<file path="src/rtl/cohort_arb_pkg.sv">
// Shared types and constants for the cohort memory request arbiter.
// Source tags identify which generator owns each outstanding memory request.
package cohort_arb_pkg;

  typedef enum logic {
    SRC_PROD = 1'b0,
    SRC_CONS = 1'b1
  } src_t;

  localparam int unsigned DEFAULT_MAX_OUTSTANDING = 8;
  localparam int unsigned PERF_CNT_W              = 32;

  function automatic logic [PERF_CNT_W-1:0] sat_inc(input logic [PERF_CNT_W-1:0] val,
                                                    input logic                  en);
    return (en && (val != '1)) ? val + 1'b1 : val;
  endfunction

endpackage

</file>
<file path="src/rtl/cohort_tag_fifo.sv">
// In-order FIFO of source tags for outstanding memory requests.
// Push is ignored when full and pop is ignored when empty; pop_data is read combinationally.
module cohort_tag_fifo
  import cohort_arb_pkg::*;
#(
  parameter int unsigned DEPTH = DEFAULT_MAX_OUTSTANDING
) (
  input  logic                       clk,
  input  logic                       rst_n,
  input  logic                       push,
  input  src_t                       push_data,
  input  logic                       pop,
  output src_t                       pop_data,
  output logic                       full,
  output logic                       empty,
  output logic [$clog2(DEPTH):0]     count
);

  localparam int unsigned PTR_W = $clog2(DEPTH);
  localparam int unsigned CNT_W = PTR_W + 1;

  src_t             mem_q [DEPTH];
  src_t             mem_d [DEPTH];
  logic [PTR_W-1:0] wr_ptr_q, wr_ptr_d;
  logic [PTR_W-1:0] rd_ptr_q, rd_ptr_d;
  logic [CNT_W-1:0] count_q, count_d;
  logic             do_push;
  logic             do_pop;

  assign full     = (count_q == CNT_W'(DEPTH));
  assign empty    = (count_q == '0);
  assign count    = count_q;
  assign pop_data = mem_q[rd_ptr_q];
  assign do_push  = push & ~full;
  assign do_pop   = pop & ~empty;

  // Pointers wrap naturally because DEPTH is a power of two.
  always_comb begin
    mem_d    = mem_q;
    wr_ptr_d = wr_ptr_q;
    rd_ptr_d = rd_ptr_q;
    count_d  = count_q;
    if (do_push) begin
      mem_d[wr_ptr_q] = push_data;
      wr_ptr_d        = wr_ptr_q + 1'b1;
    end
    if (do_pop) begin
      rd_ptr_d = rd_ptr_q + 1'b1;
    end
    case ({do_push, do_pop})
      2'b10:   count_d = count_q + 1'b1;
      2'b01:   count_d = count_q - 1'b1;
      default: count_d = count_q;
    endcase
  end

  always_ff @(posedge clk) begin
    if (!rst_n) begin
      mem_q    <= '{default: SRC_PROD};
      wr_ptr_q <= '0;
      rd_ptr_q <= '0;
      count_q  <= '0;
    end else begin
      mem_q    <= mem_d;
      wr_ptr_q <= wr_ptr_d;
      rd_ptr_q <= rd_ptr_d;
      count_q  <= count_d;
    end
  end

endmodule

</file>
<file path="src/rtl/cohort_mem_req_arbiter.sv">
// Round-robin arbiter sharing one memory request channel between producer writes and consumer reads.
// Define COHORT_ARB_PERF_EN to add saturating grant and full-stall performance counters.
module cohort_mem_req_arbiter
  import cohort_arb_pkg::*;
#(
  parameter int unsigned ADDR_W          = 64,
  parameter int unsigned DATA_W          = 64,
  parameter int unsigned MAX_OUTSTANDING = DEFAULT_MAX_OUTSTANDING
) (
  input  logic                               clk,
  input  logic                               rst_n,
  input  logic                               prod_req_valid,
  output logic                               prod_req_ready,
  input  logic [ADDR_W-1:0]                  prod_req_addr,
  input  logic                               cons_req_valid,
  output logic                               cons_req_ready,
  input  logic [ADDR_W-1:0]                  cons_req_addr,
  output logic                               mem_req_valid,
  input  logic                               mem_req_ready,
  output logic [ADDR_W-1:0]                  mem_req_addr,
  output logic                               mem_req_we,
  input  logic                               mem_resp_valid,
  input  logic [DATA_W-1:0]                  mem_resp_data,
  output logic                               prod_ack,
  output logic                               cons_resp_valid,
  output logic [DATA_W-1:0]                  cons_resp_data,
  output logic [$clog2(MAX_OUTSTANDING):0]   outstanding_cnt,
  output logic                               err_spurious_resp
`ifdef COHORT_ARB_PERF_EN
  ,
  output logic [PERF_CNT_W-1:0]              perf_prod_grants,
  output logic [PERF_CNT_W-1:0]              perf_cons_grants,
  output logic [PERF_CNT_W-1:0]              perf_full_stall
`endif
);

  src_t              rr_prio_q, rr_prio_d;
  src_t              grant_src;
  src_t              pop_tag;
  logic              tag_full, tag_empty;
  logic              can_issue, any_valid, handshake;
  logic              resp_pop, resp_spurious;
  logic              prod_ack_q, prod_ack_d;
  logic              cons_resp_valid_q, cons_resp_valid_d;
  logic [DATA_W-1:0] cons_resp_data_q, cons_resp_data_d;
  logic              err_q, err_d;

  // Full is judged on the pre-pop count, so a same-cycle response never frees a slot for issue.
  assign can_issue = ~tag_full;
  assign any_valid = prod_req_valid | cons_req_valid;

  always_comb begin
    grant_src = SRC_CONS;
    if (prod_req_valid && cons_req_valid) begin
      grant_src = rr_prio_q;
    end else if (prod_req_valid) begin
      grant_src = SRC_PROD;
    end
  end

  assign mem_req_valid  = can_issue & any_valid;
  assign mem_req_addr   = (grant_src == SRC_CONS) ? cons_req_addr : prod_req_addr;
  assign mem_req_we     = mem_req_valid & (grant_src == SRC_PROD);
  assign handshake      = mem_req_valid & mem_req_ready;
  assign prod_req_ready = handshake & (grant_src == SRC_PROD);
  assign cons_req_ready = handshake & (grant_src == SRC_CONS);

  assign resp_pop      = mem_resp_valid & ~tag_empty;
  assign resp_spurious = mem_resp_valid & tag_empty;

  cohort_tag_fifo #(
    .DEPTH     (MAX_OUTSTANDING)
  ) u_tag_fifo (
    .clk       (clk),
    .rst_n     (rst_n),
    .push      (handshake),
    .push_data (grant_src),
    .pop       (resp_pop),
    .pop_data  (pop_tag),
    .full      (tag_full),
    .empty     (tag_empty),
    .count     (outstanding_cnt)
  );

  always_comb begin
    rr_prio_d         = rr_prio_q;
    prod_ack_d        = 1'b0;
    cons_resp_valid_d = 1'b0;
    cons_resp_data_d  = cons_resp_data_q;
    err_d             = err_q | resp_spurious;
    if (handshake) begin
      rr_prio_d = (grant_src == SRC_PROD) ? SRC_CONS : SRC_PROD;
    end
    if (resp_pop) begin
      if (pop_tag == SRC_CONS) begin
        cons_resp_valid_d = 1'b1;
        cons_resp_data_d  = mem_resp_data;
      end else begin
        prod_ack_d = 1'b1;
      end
    end
  end

  always_ff @(posedge clk) begin
    if (!rst_n) begin
      rr_prio_q         <= SRC_PROD;
      prod_ack_q        <= 1'b0;
      cons_resp_valid_q <= 1'b0;
      cons_resp_data_q  <= '0;
      err_q             <= 1'b0;
    end else begin
      rr_prio_q         <= rr_prio_d;
      prod_ack_q        <= prod_ack_d;
      cons_resp_valid_q <= cons_resp_valid_d;
      cons_resp_data_q  <= cons_resp_data_d;
      err_q             <= err_d;
    end
  end

  assign prod_ack          = prod_ack_q;
  assign cons_resp_valid   = cons_resp_valid_q;
  assign cons_resp_data    = cons_resp_data_q;
  assign err_spurious_resp = err_q;

`ifdef COHORT_ARB_PERF_EN
  logic [PERF_CNT_W-1:0] perf_prod_grants_q, perf_prod_grants_d;
  logic [PERF_CNT_W-1:0] perf_cons_grants_q, perf_cons_grants_d;
  logic [PERF_CNT_W-1:0] perf_full_stall_q, perf_full_stall_d;

  always_comb begin
    perf_prod_grants_d = sat_inc(perf_prod_grants_q, handshake & (grant_src == SRC_PROD));
    perf_cons_grants_d = sat_inc(perf_cons_grants_q, handshake & (grant_src == SRC_CONS));
    perf_full_stall_d  = sat_inc(perf_full_stall_q, any_valid & tag_full);
  end

  always_ff @(posedge clk) begin
    if (!rst_n) begin
      perf_prod_grants_q <= '0;
      perf_cons_grants_q <= '0;
      perf_full_stall_q  <= '0;
    end else begin
      perf_prod_grants_q <= perf_prod_grants_d;
      perf_cons_grants_q <= perf_cons_grants_d;
      perf_full_stall_q  <= perf_full_stall_d;
    end
  end

  assign perf_prod_grants = perf_prod_grants_q;
  assign perf_cons_grants = perf_cons_grants_q;
  assign perf_full_stall  = perf_full_stall_q;
`else
  // Performance counters are not built in this configuration.
`endif

endmodule

</file>
<file path="config.mk">
export PLATFORM = sky130hd
export DESIGN_NAME = cohort_mem_req_arbiter
export DESIGN_NICKNAME = d
export VERILOG_FILES = /design/src/rtl/cohort_arb_pkg.sv /design/src/rtl/cohort_tag_fifo.sv /design/src/rtl/cohort_mem_req_arbiter.sv
export SDC_FILE = /design/constraint.sdc
export NUM_CORES = 1
export LEC_CHECK = 0
export CAP_MARGIN = 20
export CORE_AREA = 2 2 132 134
export CTS_CLUSTER_SIZE = 28
export DETAILED_ROUTE_END_ITERATION = 8
export DIE_AREA = 0 0 134 136
export GPL_ROUTABILITY_DRIVEN = 0
export PLACE_DENSITY = 0.64
export RECOVER_POWER = 25
export SYNTH_ARGS = -nofsm -noshare
export SYNTH_HDL_FRONTEND = slang
export SYNTH_SLANG_ARGS = --single-unit
</file>
<file path="constraint.sdc">
create_clock -name clk -period 3.1 [get_ports clk]
set_clock_uncertainty 0.2 [all_clocks]
set_input_delay 0.93 -clock clk [delete_from_list [all_inputs] [get_ports clk]]
set_output_delay 0.93 -clock clk [all_outputs]
set_load 0.01 [all_outputs]
</file>
==> results of run 1 <==
==> flip-flops by register name (all words and copies together) (netlist names) <==
signal	flops
u_tag_fifo.rd_ptr_q	3
prod_ack	1
u_tag_fifo.count	4
err_spurious_resp	1
cons_resp_data	64
u_tag_fifo.wr_ptr_q	3
rr_prio_q	1
u_tag_fifo.mem_q	8
cons_resp_valid	1
==> path summary, 6_finish.rpt <==
kind              slack [ps]  cells past startpoint                start                   to
setup / recovery          60                      8       cons_req_valid     mem_req_addr[46]
hold / removal           250                      2    cons_resp_data[6]    cons_resp_data[6]
setup reg to reg         310                     10  u_tag_fifo.count[0]  u_tag_fifo.count[2]
hold reg to reg          250                      2    cons_resp_data[6]    cons_resp_data[6]
==> what timing repair did <==
action	CTS	global route
buffers inserted	8	0
cloned	8	0
endpoints found under the setup margin	69	63
resized for setup	243	8
pin swaps	3	1
==> logic make-up after synthesis <==
| family | Yosys count | share of synthesized area (%) |
|---|---|---|
| fa+ha+maj | 5 | 1.37 |
| compound gates | 17 | 2.76 |
| flops | 86 | 37.7 |
| buf+inv | 47 | 6.40 |
| xor+xnor | 7 | 1.34 |
| simple gates | 381 | 34.1 |
| mux | 74 | 16.3 |
==> worst register-to-register path: cells and delay by family (launching register included) <==
family                   cells  cell delay (ps)
AO/OA/AOI/OAI                2              180
XOR/XNOR                     2              310
adder cells (fa/ha/maj)      2              330
AND/OR/NAND/NOR              3             1240
buffers and inverters        1              180
flip-flops                   1              300
==> layer usage <==
layer | up-vias | share of wire [%] | track usage, %
met5 | - | 0.15 | 0
met4 | 4 | 2.0 | 6.97
met3 | 24 | 9.8 | 6.19
met2 | 230 | 49 | 33.4
met1 | 2293 | 39 | 21.3
li1 | 2661 | - | -
==> cell usage after synthesis (2+ instances only) <==
cell type / count / area (um^2)
a211oi_1: 5 / 37.5
nor3b_1: 2 / 15.0
nor2_1: 20 / 75.1
buf_2: 2 / 10.0
and2_1: 3 / 18.8
mux2i_1: 72 / 721
buf_6: 2 / 22.5
xor2_1: 5 / 43.8
xnor2_1: 2 / 17.5
nor4b_1: 3 / 26.3
nor4_1: 3 / 18.8
a21oi_1: 5 / 25.0
nand2_1: 327 / 1230
nor3_1: 3 / 15.0
nand4_1: 4 / 25.0
dfxtp_1: 86 / 1720
ha_1: 5 / 62.6
nand2b_1: 5 / 31.3
clkbuf_1: 34 / 128
buf_12: 6 / 120
==> final cells by class <==
class / count / area (um^2) / area share, %
antenna: 1 / 2.50 / 0.0284
clock buffer: 12 / 246 / 2.80
clock inverter: 4 / 55.1 / 0.625
inverter: 2 / 7.51 / 0.0853
multi-input combinational: 484 / 2590 / 29.4
sequential: 86 / 1720 / 19.6
tap: 225 / 282 / 3.20
timing repair buffer: 381 / 3900 / 44.3
==> power by group <==
| group | total [W] | leakage (nW) | internal, W | switching, W |
|---|---|---|---|---|
| logic | 0.00155 | 2.94 | 0.000878 | 0.000668 |
| registers | 0.00130 | 0.695 | 0.00122 | 0.0000784 |
| clock network | 0.00110 | 0.143 | 0.000652 | 0.000449 |
==> through the flow <==
step	hold WS (ps)	instance area (um^2)	setup TNS [ps]
floorplan	256	4570	0
global placement	243	8260	-38900
detailed placement	248	8260	-40440
CTS	259	8860	0
global route	264	8800	0
finish	254	8800	0
==> layout by cell type, fill, tap and decap left out, types with 2 or more instances in the layout <==
master and count:
clkbuf_16 9, buf_4 18, buf_12 11, ha_1 5, dlygate4sd3_1 37, a211oi_1 5
clkbuf_2 3, buf_2 23, buf_6 5, nor4b_1 3, nor4_1 3, dfxtp_1 86
a21oi_1 5, nor3_1 3, nand2b_1 5, and2_1 2, nand2_1 322, xnor2_1 2
clkdlybuf4s15_1 13, nand4_1 4, clkdlybuf4s15_2 28, mux2i_1 72, clkbuf_1 8, xor2_1 5
nand2_2 4, buf_16 7, clkdlybuf4s50_1 227, nor2_1 20, nor3b_1 2
==> impl_metrics.json, run 1 <==
{
  "grt_pass1_vias": 4999,
  "ys_ff_latch": 86,
  "syn_to_final_growth_pct": 92.6,
  "start_util_pct": 27.1,
  "crit_fanout": 9,
  "tightest_slew_ps": 584,
  "first_iter_violations": 172,
  "cts_buffers": 9,
  "synth_nets": 820,
  "maxCapViolations": 0,
  "path_cells": "buf_4 -> nand2_2 -> and2_4 -> buf_4 -> bufbuf_16 -> nand2_1 -> nand2_1 -> buf_2",
  "wire_per_inst_um": 15.1,
  "yosysWarnings": 0,
  "synth.avg_cell_area_um2": 7.41,
  "grt_overflow": 0,
  "htreeDepth": 3,
  "grt_max_degree": 130,
  "viasPerCell": 4.36,
  "cp_num_buf_inv": 4,
  "root_buffer": "clkbuf_16",
  "power_per_cell_area_nw_per_um2": 448,
  "critPathCaptureType": "output port",
  "slew_headroom_pct": 61.0,
  "nNetsFinal": 1167,
  "synth-main-ff-cell": "dfxtp_1",
  "crit_required_ps": 1970,
  "drt-pass1-iter-count": 4,
  "core-area_um2": 16900,
  "synth_cell_types": 43,
  "die_area_um2": 18200,
  "slew_viol_final": 0,
  "crit_path_start_kind": "input port",
  "grtUsageTotal_pct": 18.9,
  "wl_mm": 18.1,
  "cts.clk_slew.worst_paths_ps": 60,
  "finalSetupViolations": 0,
  "cp_top_family": "buffers and inverters",
  "n_fill_cell": 1651,
  "cellLeakagePower_nw": 3.77,
  "power_w": 0.00394,
  "num_vias": 5212,
  "drc": 0,
  "pre_cts_ws_ps": -689,
  "outcome": "finished clean",
  "layoutNonFillerInstCount": 1195,
  "hpwl_mm": 13.4,
  "rsz0062_at_grt": "no",
  "grt_pass1_wl_mm": 26.8,
  "top_level_ports": 337,
  "hold_viol": 0,
  "cts_tree": "yes",
  "synth_edf_count": 0,
  "hp-class": "flop to flop",
  "syn_area_um2": 4570,
  "syn_inst": 617,
  "port_buffers": 336,
  "die_h_um": 136,
  "place_inst": 1162,
  "setup_ws_ps": 60.0,
  "final_core_util_pct": 52.2,
  "max_stage_delay_ps": 260,
  "async_flop_share_pct": 0,
  "ir_worst_vdd_uv": 243,
  "clock_sinks": 86,
  "die_width_um": 134,
  "antenna_found_initial": 3,
  "fmax_ghz": 0.329,
  "cp_slowest_cell": "bufbuf_16",
  "crit_type": "input port to output port",
  "final.period_utilization_pct": 98.1,
  "holdBufCountCts": 0,
  "clk_latency_ps": 340,
  "finalCriticalPeriod_ps": 3040,
  "cts.path.max_buffers": 2,
  "crit_arrival_ps": 1910,
  "antenna_left": 0,
  "rows": 48,
  "synth_seq_area_share_pct": 37.7,
  "drive_above_1_share_pct": 13.1
}
(Power assumes the default switching activity.)
==> run 2, diff against run 1 <==
--- a/config.mk
+++ b/config.mk
@@ -5,13 +5,15 @@
 export SDC_FILE = /design/constraint.sdc
 export NUM_CORES = 1
 export LEC_CHECK = 0
+export ABC_AREA = 1
 export CAP_MARGIN = 20
-export CORE_AREA = 2 2 132 134
+export CORE_AREA = 2 2 131 133
 export CTS_CLUSTER_SIZE = 28
 export DETAILED_ROUTE_END_ITERATION = 8
-export DIE_AREA = 0 0 134 136
+export DIE_AREA = 0 0 133 135
 export GPL_ROUTABILITY_DRIVEN = 0
-export PLACE_DENSITY = 0.64
+export GPL_TIMING_DRIVEN = 0
+export PLACE_DENSITY = 0.71
 export RECOVER_POWER = 25
 export SYNTH_ARGS = -nofsm -noshare
 export SYNTH_HDL_FRONTEND = slang
==> impl_metrics.json, run 2 <==
{
  "outcome": "finished clean",
  "hp-class": "flop to flop",
  "syn_area_um2": 5480,
  "ys_ff_latch": 86,
  "slew_headroom_pct": 60.5,
  "wire_per_inst_um": 13.0,
  "maxCapViolations": 0,
  "crit_fanout": 5,
  "syn_inst": 929,
  "grt_pass1_wl_mm": 31.4,
  "drive_above_1_share_pct": 14.6,
  "cts.path.max_buffers": 2,
  "cts_tree": "yes",
  "final_common_cell": "nand2_1",
  "die_h_um": 135,
  "grt_pass1_vias": 6459,
  "drc": 0,
  "rsz0062_at_grt": "no",
  "synth_edf_count": 0,
  "hpwl_mm": 15.8,
  "antenna_left": 0,
  "die_area_um2": 18000,
  "holdBufCountCts": 0,
  "cts_buffers": 9,
  "viasPerCell": 4.30,
  "antenna_found_initial": 1,
  "core-area_um2": 16400,
  "grt_overflow": 0,
  "finalSetupViolations": 0,
  "hold_viol": 0,
  "yosys-top-cells-area": "dfxtp_1 (31%), nand2_1 (21%), inv_1 (11%)",
  "synth_top_area_share_pct": 31.4,
  "clock_sinks": 86,
  "max_stage_delay_ps": 270,
  "cellLeakagePower_nw": 4.88,
  "clk_latency_ps": 340,
  "final_cell_mix": "nand2_1 (295), clkdlybuf4s50_1 (233), inv_1 (162)",
  "critPathCaptureType": "output port",
  "cts.clk_slew.worst_paths_ps": 60,
  "crit_arrival_ps": 1870,
  "first_iter_violations": 258,
  "num_vias": 6521,
  "nNetsFinal": 1494,
  "power_w": 0.00590,
  "path_common_cell": "nand2_1",
  "crit_path_start_kind": "input port",
  "syn_to_final_growth_pct": 76.4,
  "cp_slowest_cell": "dlygate4sd2_1",
  "start_util_pct": 33.4,
  "synth_cell_types": 27,
  "finalCriticalPeriod_ps": 3000,
  "htreeDepth": 3,
  "port_buffers": 335,
  "yosys-top-cells-count": "nand2_1 (301), inv_1 (164), nor2_1 (97)",
  "largest_reg_flops": 64,
  "slew_viol_final": 0,
  "setup_ws_ps": 98.4,
  "yosys.area.top_type": "dfxtp_1",
  "synth-main-ff-cell": "dfxtp_1",
  "final.period_utilization_pct": 96.8,
  "final_core_util_pct": 58.9,
  "crit_required_ps": 1970,
  "ir_worst_vdd_uv": 285,
  "top_level_ports": 337,
  "fmax_ghz": 0.333,
  "yosysWarnings": 0,
  "crit_type": "input port to output port",
  "tns_ps": 0,
  "async_flop_share_pct": 0,
  "drt-pass1-iter-count": 4,
  "synth_seq_area_share_pct": 31.4,
  "fin_hold_ws_ps": 259,
  "synthMostInstantiatedCell": "nand2_1",
  "root_buffer": "clkbuf_16",
  "tightest_slew_ps": 592,
  "power_per_cell_area_nw_per_um2": 611,
  "path_cells": "buf_2 -> nand2_2 -> nand2_4 -> clkbuf_8 -> buf_12 -> nand2_1 -> nand2_1 -> dlygate4sd2_1",
  "die_width_um": 133,
  "rows": 47,
  "synth_nets": 1132,
  "pre_cts_ws_ps": -1320,
  "grt_max_degree": 16,
  "synth.avg_cell_area_um2": 5.89,
  "grtUsageTotal_pct": 21.8,
  "wl_mm": 19.8
}
## run 2: worst max-delay path: cells and delay by family
kind,cells,cell delay [ps]
AND/OR/NAND/NOR,4,270
buffers and inverters,4,670
## run 2: what timing repair did
action                                 CTS  global route
endpoints found under the hold margin    0             0
pin swaps                                3             3
setup buffers                           16             0
resized for setup                      287            23
setup endpoints to repair               69            55
gates cloned                             1             0
## run 2: path summary, 6_finish.rpt
path / startpoint / to / cells past startpoint / slack, ps
min reg2reg: err_spurious_resp / err_spurious_resp / 2 / 260
max reg2reg: u_tag_fifo.count[0] / u_tag_fifo.count[2] / 15 / 610
max: cons_req_valid / mem_req_addr[58] / 8 / 100
min: err_spurious_resp / err_spurious_resp / 2 / 260
## run 2: area by class of cell
cell class                      instances  area, um^2
Multi-Input combinational cell        571        2610
Inverter                              219         832
Antenna cell                            1        2.50
Fill cell                            1616        6750
Tap cell                              220         275
Timing Repair Buffer                  352        3290
Clock inverter                          3        90.1
Buffer                                 52         579
Sequential cell                        86        1720
Clock buffer                           13         260
## run 2: metrics by stage
| step | cell area (um^2) | instances |
|---|---|---|
| global route | 9660 | 1517 |
| CTS | 9690 | 1516 |
| detailed placement | 9100 | 1484 |
| global placement | 9100 | 1484 |
| finish | 9660 | 1517 |
| floorplan | 5480 | 929 |
## run 2: cell families (layout without fill, tap and decap cells)
kind of cell	Yosys count	count (layout)	synth area share (%)
simple gates	538	538	43.1
buf+inv	272	639	21.4
flops	86	86	31.4
compound gates	24	24	2.24
fa+ha+maj	5	5	1.14
xor+xnor	4	4	0.640
other cells	0	1	0
## run 2: where the power goes
part           internal (W)  switching (W)  total, W
logic               0.00145        0.00161   0.00306
registers           0.00139       0.000171   0.00156
clock network      0.000833       0.000445   0.00128
## run 2: per-layer routing
metal / wire length [um] / GRT usage, %
met1: 7500 / 22.3
met2: 10300 / 41.9
met3: 1650 / 7.32
met4: 308 / 6.51
met5: 0 / 0
